===== src/rtl/setcond_stage.sv =====
// setcond_stage: execute-stage set-condition unit.
// Evaluates SEQ / SLT / SLE / SCO on two operands, registers a single
// condition bit tagged with its destination register, and hands it to the
// zero-extension stage through a two-entry valid/ready pipeline.
//
// Handshake semantics (both ports): a transfer happens on a rising clock
// edge where valid && ready. A producer that raises valid keeps it high with
// stable data until that transfer; valid never waits on ready, and ready is
// computed only from pipeline state (never from the matching valid).
module setcond_stage #(
  parameter int WIDTH = 16,
  parameter int REGW  = 3
) (
  input  logic             clk,
  input  logic             rst,
  input  logic             in_valid,
  output logic             in_ready,
  input  logic [1:0]       op,
  input  logic [WIDTH-1:0] in_a,
  input  logic [WIDTH-1:0] in_b,
  input  logic [REGW-1:0]  in_dest,
  input  logic             flush,
  output logic             out_valid,
  input  logic             out_ready,
  output logic             cond,
  output logic [REGW-1:0]  out_dest
);

  typedef enum logic [1:0] {
    OP_SEQ = 2'b00,
    OP_SLT = 2'b01,
    OP_SLE = 2'b10,
    OP_SCO = 2'b11
  } op_e;

  localparam logic [WIDTH-1:0] ONE = WIDTH'(1);

  // Stage 1 holding registers
  logic             v1;
  op_e              s1_op;
  logic [WIDTH-1:0] s1_a;
  logic [WIDTH-1:0] s1_b;
  logic [REGW-1:0]  s1_dest;

  // Stage 2 registers
  logic             v2;
  logic             s2_cond;
  logic [REGW-1:0]  s2_dest;

  // Pipeline control
  logic s2_free;
  logic s1_adv;
  logic s1_free;
  logic in_xfer;
  logic out_xfer;

  // Condition datapath
  logic a_msb;
  logic b_msb;
  logic diff_msb;
  logic eq;
  logic lt;
  logic carry;
  logic cond_next;

  // Advance rules: S2 empties on consumer accept, S1 empties into S2.
  always_comb begin
    s2_free  = !v2 || out_ready;
    s1_adv   = v1 && s2_free;
    s1_free  = !v1 || s2_free;
    in_xfer  = in_valid && s1_free;
    out_xfer = v2 && out_ready;
  end

  assign in_ready  = s1_free;
  assign out_valid = v2;
  assign cond      = s2_cond;
  assign out_dest  = s2_dest;

  // Signed less-than: on differing signs the negative operand is smaller,
  // which sidesteps the overflow a plain subtraction would hit; otherwise
  // the sign of a - b (computed as a + ~b + 1) decides.
  always_comb begin
    a_msb    = s1_a[WIDTH-1];
    b_msb    = s1_b[WIDTH-1];
    diff_msb = 1'((s1_a + ~s1_b + ONE) >> (WIDTH - 1));
    eq       = (s1_a == s1_b);
    lt       = (a_msb != b_msb) ? a_msb : diff_msb;
    carry    = 1'(({1'b0, s1_a} + {1'b0, s1_b}) >> WIDTH);
  end

  // Select the condition for the opcode held in stage 1.
  always_comb begin
    cond_next = 1'b0;
    unique case (s1_op)
      OP_SEQ:  cond_next = eq;
      OP_SLT:  cond_next = lt;
      OP_SLE:  cond_next = lt || eq;
      OP_SCO:  cond_next = carry;
      default: cond_next = 1'b0;
    endcase
  end

  // Stage 1: capture an accepted bundle; flush squashes it and any new accept.
  always_ff @(posedge clk or negedge rst) begin
    if (!rst) begin
      v1      <= 1'b0;
      s1_op   <= OP_SEQ;
      s1_a    <= '0;
      s1_b    <= '0;
      s1_dest <= '0;
    end else if (flush) begin
      v1 <= 1'b0;
    end else if (in_xfer) begin
      v1      <= 1'b1;
      s1_op   <= op_e'(op);
      s1_a    <= in_a;
      s1_b    <= in_b;
      s1_dest <= in_dest;
    end else if (s1_adv) begin
      v1 <= 1'b0;
    end
  end

  // Stage 2: register the condition bit; hold it while the consumer stalls.
  always_ff @(posedge clk or negedge rst) begin
    if (!rst) begin
      v2      <= 1'b0;
      s2_cond <= 1'b0;
      s2_dest <= '0;
    end else if (flush) begin
      v2 <= 1'b0;
    end else if (s1_adv) begin
      v2      <= 1'b1;
      s2_cond <= cond_next;
      s2_dest <= s1_dest;
    end else if (out_xfer) begin
      v2 <= 1'b0;
    end
  end

endmodule

===== config.mk =====
export PLATFORM = sky130hd
export DESIGN_NAME = setcond_stage
export DESIGN_NICKNAME = d
export VERILOG_FILES = /design/src/rtl/setcond_stage.sv
export SDC_FILE = /design/constraint.sdc
export NUM_CORES = 1
export LEC_CHECK = 0
export ABC_CLOCK_PERIOD_IN_PS = 6800
export CORE_MARGIN = 1
export CORE_UTILIZATION = 45
export CTS_CLUSTER_DIAMETER = 200
export DETAILED_ROUTE_END_ITERATION = 10
export PLACE_DENSITY = 0.67
export SYNTH_ARGS = -nofsm -noshare
export SYNTH_HDL_FRONTEND = slang
export SYNTH_SLANG_ARGS = --single-unit

===== constraint.sdc =====
create_clock -name clk -period 6.8 [get_ports clk]
set_input_delay 0.68 -clock clk [delete_from_list [all_inputs] [get_ports clk]]
set_output_delay 0.68 -clock clk [all_outputs]
set_load 0.05 [all_outputs]

-- Yosys cells after proc, flatten, opt, wreduce, memory -nomap -nowiden
Index checks and enable logic that the tools add are counted.
- logic and storage cells: 39
- output and inout bits: 6
- bits in registers: 43
- input port bits: 42
- equal/unequal tests: 5
- bitwise logic cells: 2
- add/subtract/negate cells: 3
- multiplexer cells: 8
- reduce and logical (&&, ||, !) cells: 13
- operators by type and width (kind ; number):
    16-bit by 16-bit adder with 17-bit output ; 1
    16-bit by 1-bit adder with 16-bit output (second input constant) ; 1
    16-bit adder ; 1
    16-bit == test ; 1
    16-bit NOT ; 1
    1-bit two-way mux ; 7
    3-bit nonzero test ; 2
    2-bit == test (second input constant) ; 2
    1-bit one-hot mux with 4 select lines ; 1
    2-bit AND reduction ; 2
    1-bit logical AND ; 3
    1-bit logical OR ; 3
    2-bit by 1-bit == test with 1-bit output (second input constant) ; 1
    1-bit zero test ; 2
    2-bit zero test ; 1
    1-bit inequality test ; 1
    1-bit NOT ; 1

-- Logic depth before layout (Yosys ltp)
- word-level depth: 6
- gate-level depth with buffers: 12
- gate-level depth less buffers: 12

-- Worst setup path after synthesis
OpenSTA, ideal clock, no wires.
- path kind: flip-flop to flip-flop
- start: reg s1_a[3]
- end: reg s2_cond, in the netlist cond
- data required time: 6664 ps
- arrival: 2145 ps
- setup slack: 4519 ps
- buffers on the path: 0
- stages on the path, launching flop included: 12
- cells stage by stage: dfrtp_1 -> ha_1 -> o21ai_0 -> a21oi_1 -> o31ai_1 -> a2111oi_0 -> nor4_1 -> fa_1 -> o21ai_0 -> nor2_1 -> o311ai_1 -> nand4_1
- word-level cells in the longest chain between the ends: 5
- elaborated cells on any way between the ends: 7
- classes of those cells: 3 x add/sub; 1 x eq/ne; 2 x mux; 1 x reduce/logical
- ends and longest elaborated chain (element ; RTL line ; source):
    start, declared ; 41 ; logic [WIDTH-1:0] s1_a;
    start signal, assigned ; 117 ; s1_a <= in_a;
    16-bit adder ; 86 ; diff_msb = 1'((s1_a + ~s1_b + ONE) >> (WIDTH - 1));
    16-bit by 1-bit adder with 16-bit output ; 86 ;
    1-bit two-way mux ; 88 ; lt = (a_msb != b_msb) ? a_msb : diff_msb;
    1-bit logical OR ; 98 ; OP_SLE: cond_next = lt || eq;
    1-bit one-hot mux with 4 select lines (*) ; 95 ; unique case (s1_op)
    end signal, assigned ; 135 ; s2_cond <= cond_next;
    end, declared ; 47 ; logic s2_cond;
Every way passes the cells marked *; elsewhere a longest branch is shown, timed or not.
A chain may end at the register's enable or synchronous reset.

-- Worst setup path after layout
- start: in out_ready
- end: out in_ready
- word-level cells in the longest chain between the ends: 2
- ends and longest elaborated chain (element ; RTL line ; source):
    start, declared ; 24 ; input logic out_ready,
    1-bit logical OR ; 68 ; s2_free = !v2 || out_ready;
    1-bit logical OR ; 70 ; s1_free = !v1 || s2_free;
    end, declared ; 17 ; output logic in_ready,
No other way between the ends.

==> results.yml <==
synthesis:
  synth_seq_area_share_pct: 44.98
  syn_nets: 272
  ys_warn_count: 0
  synth_cells: 198
  syn_avg_cell_area_um2: 12.08
  synth.distinct_cells: 31
  syn_area_um2: 2392
  ys_ff_latch: 43
global_routing:
  grt_max_degree: 44
  grt_usage_pct: 16.62
  gr-total-overflow: 0
  grt_pass1_wl_mm: 6.803
  grt_pass1_vias: 1568
  antenna_found_initial: 0
route:
  ant_nets: 0
  via_count: 1569
  post_drt_wl_per_cell_um: 12.29
  dr.pass1.iters: 4
  viasPerCell: 4.918
  routed_wl_mm: 3.922
  drtIter0Drc: 33
  drcViolationCount: 0
pwr:
  p_leak_nw: 1.373
  p_total_uw: 709.1
  ir_drop_mv: 0.1278
  power_density_nw_per_um2: 236.0
timing:
  fmax_ghz: 0.3574
  relSlewSlack_pct: 38.52
  timing.final.crit_period_ns: 2.798
  min_period_over_period_pct: 41.15
  hold_ws_ns: 0.5075
  fin_tns_setup_ns: 0
  finalClockSkew_ns: 0.002936
  rsz0062_at_grt: "false"
  tightest_slew_ns: 0.9221
  slew_violations: 0
  final-hold-violation-count: 0
  final-setup-viol-count: 0
clock_tree:
  cts_buffers: 5
  clockBufferDepth: 2
  cts.reportedPaths.clkPinSlew_ns: 0.08
  cts_sinks: 43
  cts_tree: "done"
  cts_htree_levels: 2
  clkLatencyLatePin_ns: 0.29
  cts_hold_buf: 0
  cts_resized: 0
  cts_root_buf: "clkbuf_8"
  post-cts-setup-buffers: 0
layout:
  final_common_cell: "clkdlybuf4s50_1"
  final_nets: 322
  area_growth_pct: 25.58
  final_cells: 319
  final_area_um2: 3004
  nFillCells: 470
  drive_gt1_share_pct: 20.88
  n_antenna_cell: 0
  final_cell_mix: "clkdlybuf4s50_1, dfrtp_1, mux2_2, ha_1, inv_1"
place:
  dpl_cell_area_um2: 2920
  gp_congestion: 0.7600
  dp_cells: 311
  hpwlAfterDp_mm: 2.939
  io_buffers: 47
floorplanning:
  num_io_pins: 48
  initial_core_util_pct: 46.84
  rows: 26
  dieArea_um2: 5612
  fp.dieH_um: 74.91
  die-width_um: 74.91
  coreArea_um2: 5107
run:
  max_cap_violations: 0
setup_path:
  r2r_cells: 12
  end_kind: "output port"
  worstSetupPathType: "input port to output port"
  cp.arrival_ns: 2.12
  crit_slowest_cell: "clkdlybuf4s50_1"
  crit_fanout: 4
  start_kind: "input port"
  required_ns: 6.12
  max_stage_delay_ns: 0.80
  path_cells: "clkdlybuf4s50_1 > nor2b_4 > nand2_1 > clkdlybuf4s50_1"
  crit_top_cell: "clkdlybuf4s50_1"
outcome:
  run_status: "complete, no violations"
hold_path:
  worstHoldPathType: "input port to async pin"
## per-stage QoR
step,util (%),worst slack (ns)
after floorplan,-,4.519
after global placement,57.18,4.010
after detailed placement,57.18,4.006
after CTS,58.82,4.006
after global routing,58.82,3.867
final,58.82,4.002
## path summary, 6_finish.rpt
kind / startpoint / slack, ns / end
max: out_ready / 4.00 / in_ready
min: rst / 0.51 / s1_a[8]
max reg2reg: s1_b[3] / 4.19 / cond
min reg2reg: out_dest[0] / 0.51 / out_dest[0]
max in group asynchronous: rst / 5.71 / s1_b[5]
min in group clk: out_dest[0] / 0.51 / out_dest[0]
## power by group
group	leakage, nW	switching, mW	internal, mW
combinational	0.817	0.110	0.115
clock	0.0477	0.0852	0.0703
sequential	0.509	0.0309	0.297
total	1.37	0.226	0.483
## synthesized netlist by cell type
| cell type | count | area, um2 |
|---|---|---|
| a2111oi_0 | 1 | 8.760 |
| a21o_1 | 2 | 15.01 |
| a21oi_1 | 10 | 50.05 |
| a221oi_1 | 1 | 8.760 |
| buf_2 | 1 | 5.000 |
| buf_4 | 3 | 22.52 |
| clkbuf_2 | 1 | 5.000 |
| dfrtp_1 | 43 | 1076 |
| fa_1 | 1 | 20.02 |
| ha_1 | 31 | 387.9 |
| inv_1 | 20 | 75.07 |
| mux2_2 | 40 | 450.4 |
| nand2_1 | 3 | 11.26 |
| nand2b_1 | 1 | 6.260 |
| nand3b_1 | 2 | 15.01 |
| nand4_1 | 4 | 25.02 |
| nand4b_1 | 1 | 8.760 |
| nor2_1 | 13 | 48.80 |
| nor2b_1 | 2 | 12.51 |
| nor2b_4 | 1 | 13.76 |
| nor3b_1 | 1 | 7.510 |
| nor4_1 | 2 | 12.51 |
| nor4b_2 | 1 | 15.01 |
| o21a_1 | 2 | 15.01 |
| o21ai_0 | 4 | 20.02 |
| o311ai_1 | 1 | 8.760 |
| o31ai_1 | 2 | 15.01 |
| or3_1 | 1 | 6.260 |
| or3b_1 | 1 | 8.760 |
| or4_1 | 1 | 7.510 |
| or4b_1 | 1 | 10.01 |
## metal layers
| layer | global-route usage, % | vias to the layer above | part of all wire [%] |
|---|---|---|---|
| li1 | - | 785 | - |
| met1 | 19.91 | 750 | 45 |
| met2 | 28.03 | 28 | 49 |
| met3 | 3.614 | 6 | 3.8 |
| met4 | 8.805 | 0 | 2.2 |
| met5 | 0 | - | 0 |
## kinds of logic after synthesis
| logic type | Yosys count | synth area share, % |
|---|---|---|
| flops | 43 | 44.98 |
| mux | 40 | 18.83 |
| simple gates | 35 | 8.734 |
| fa+ha+maj | 32 | 17.05 |
| buf+inv | 25 | 4.497 |
| compound gates | 23 | 5.910 |
## registers in the layout, indices dropped and copies added, names as in the netlist
signal / flops
s1_a: 16
s1_b: 16
out_dest: 3
s1_dest: 3
s1_op: 2
cond: 1
out_valid: 1
v1: 1
## layout make-up
| cell class | instances | area (um2) | area share (%) |
|---|---|---|---|
| clock buffers | 5 | 68.82 | 2.291 |
| clock inverters | 3 | 15.01 | 0.4998 |
| inverters | 20 | 75.07 | 2.499 |
| multi-input cells | 130 | 1209 | 40.23 |
| flip-flops and latches | 43 | 1076 | 35.82 |
| well taps | 70 | 87.58 | 2.915 |
| repair buffers | 48 | 473.0 | 15.74 |
## worst max-delay path, delay by kind of cell
family	cells	cell delay, ns
buf+inv	2	1.30
simple gates	2	0.14
Power figures use the tool's default switching activity.
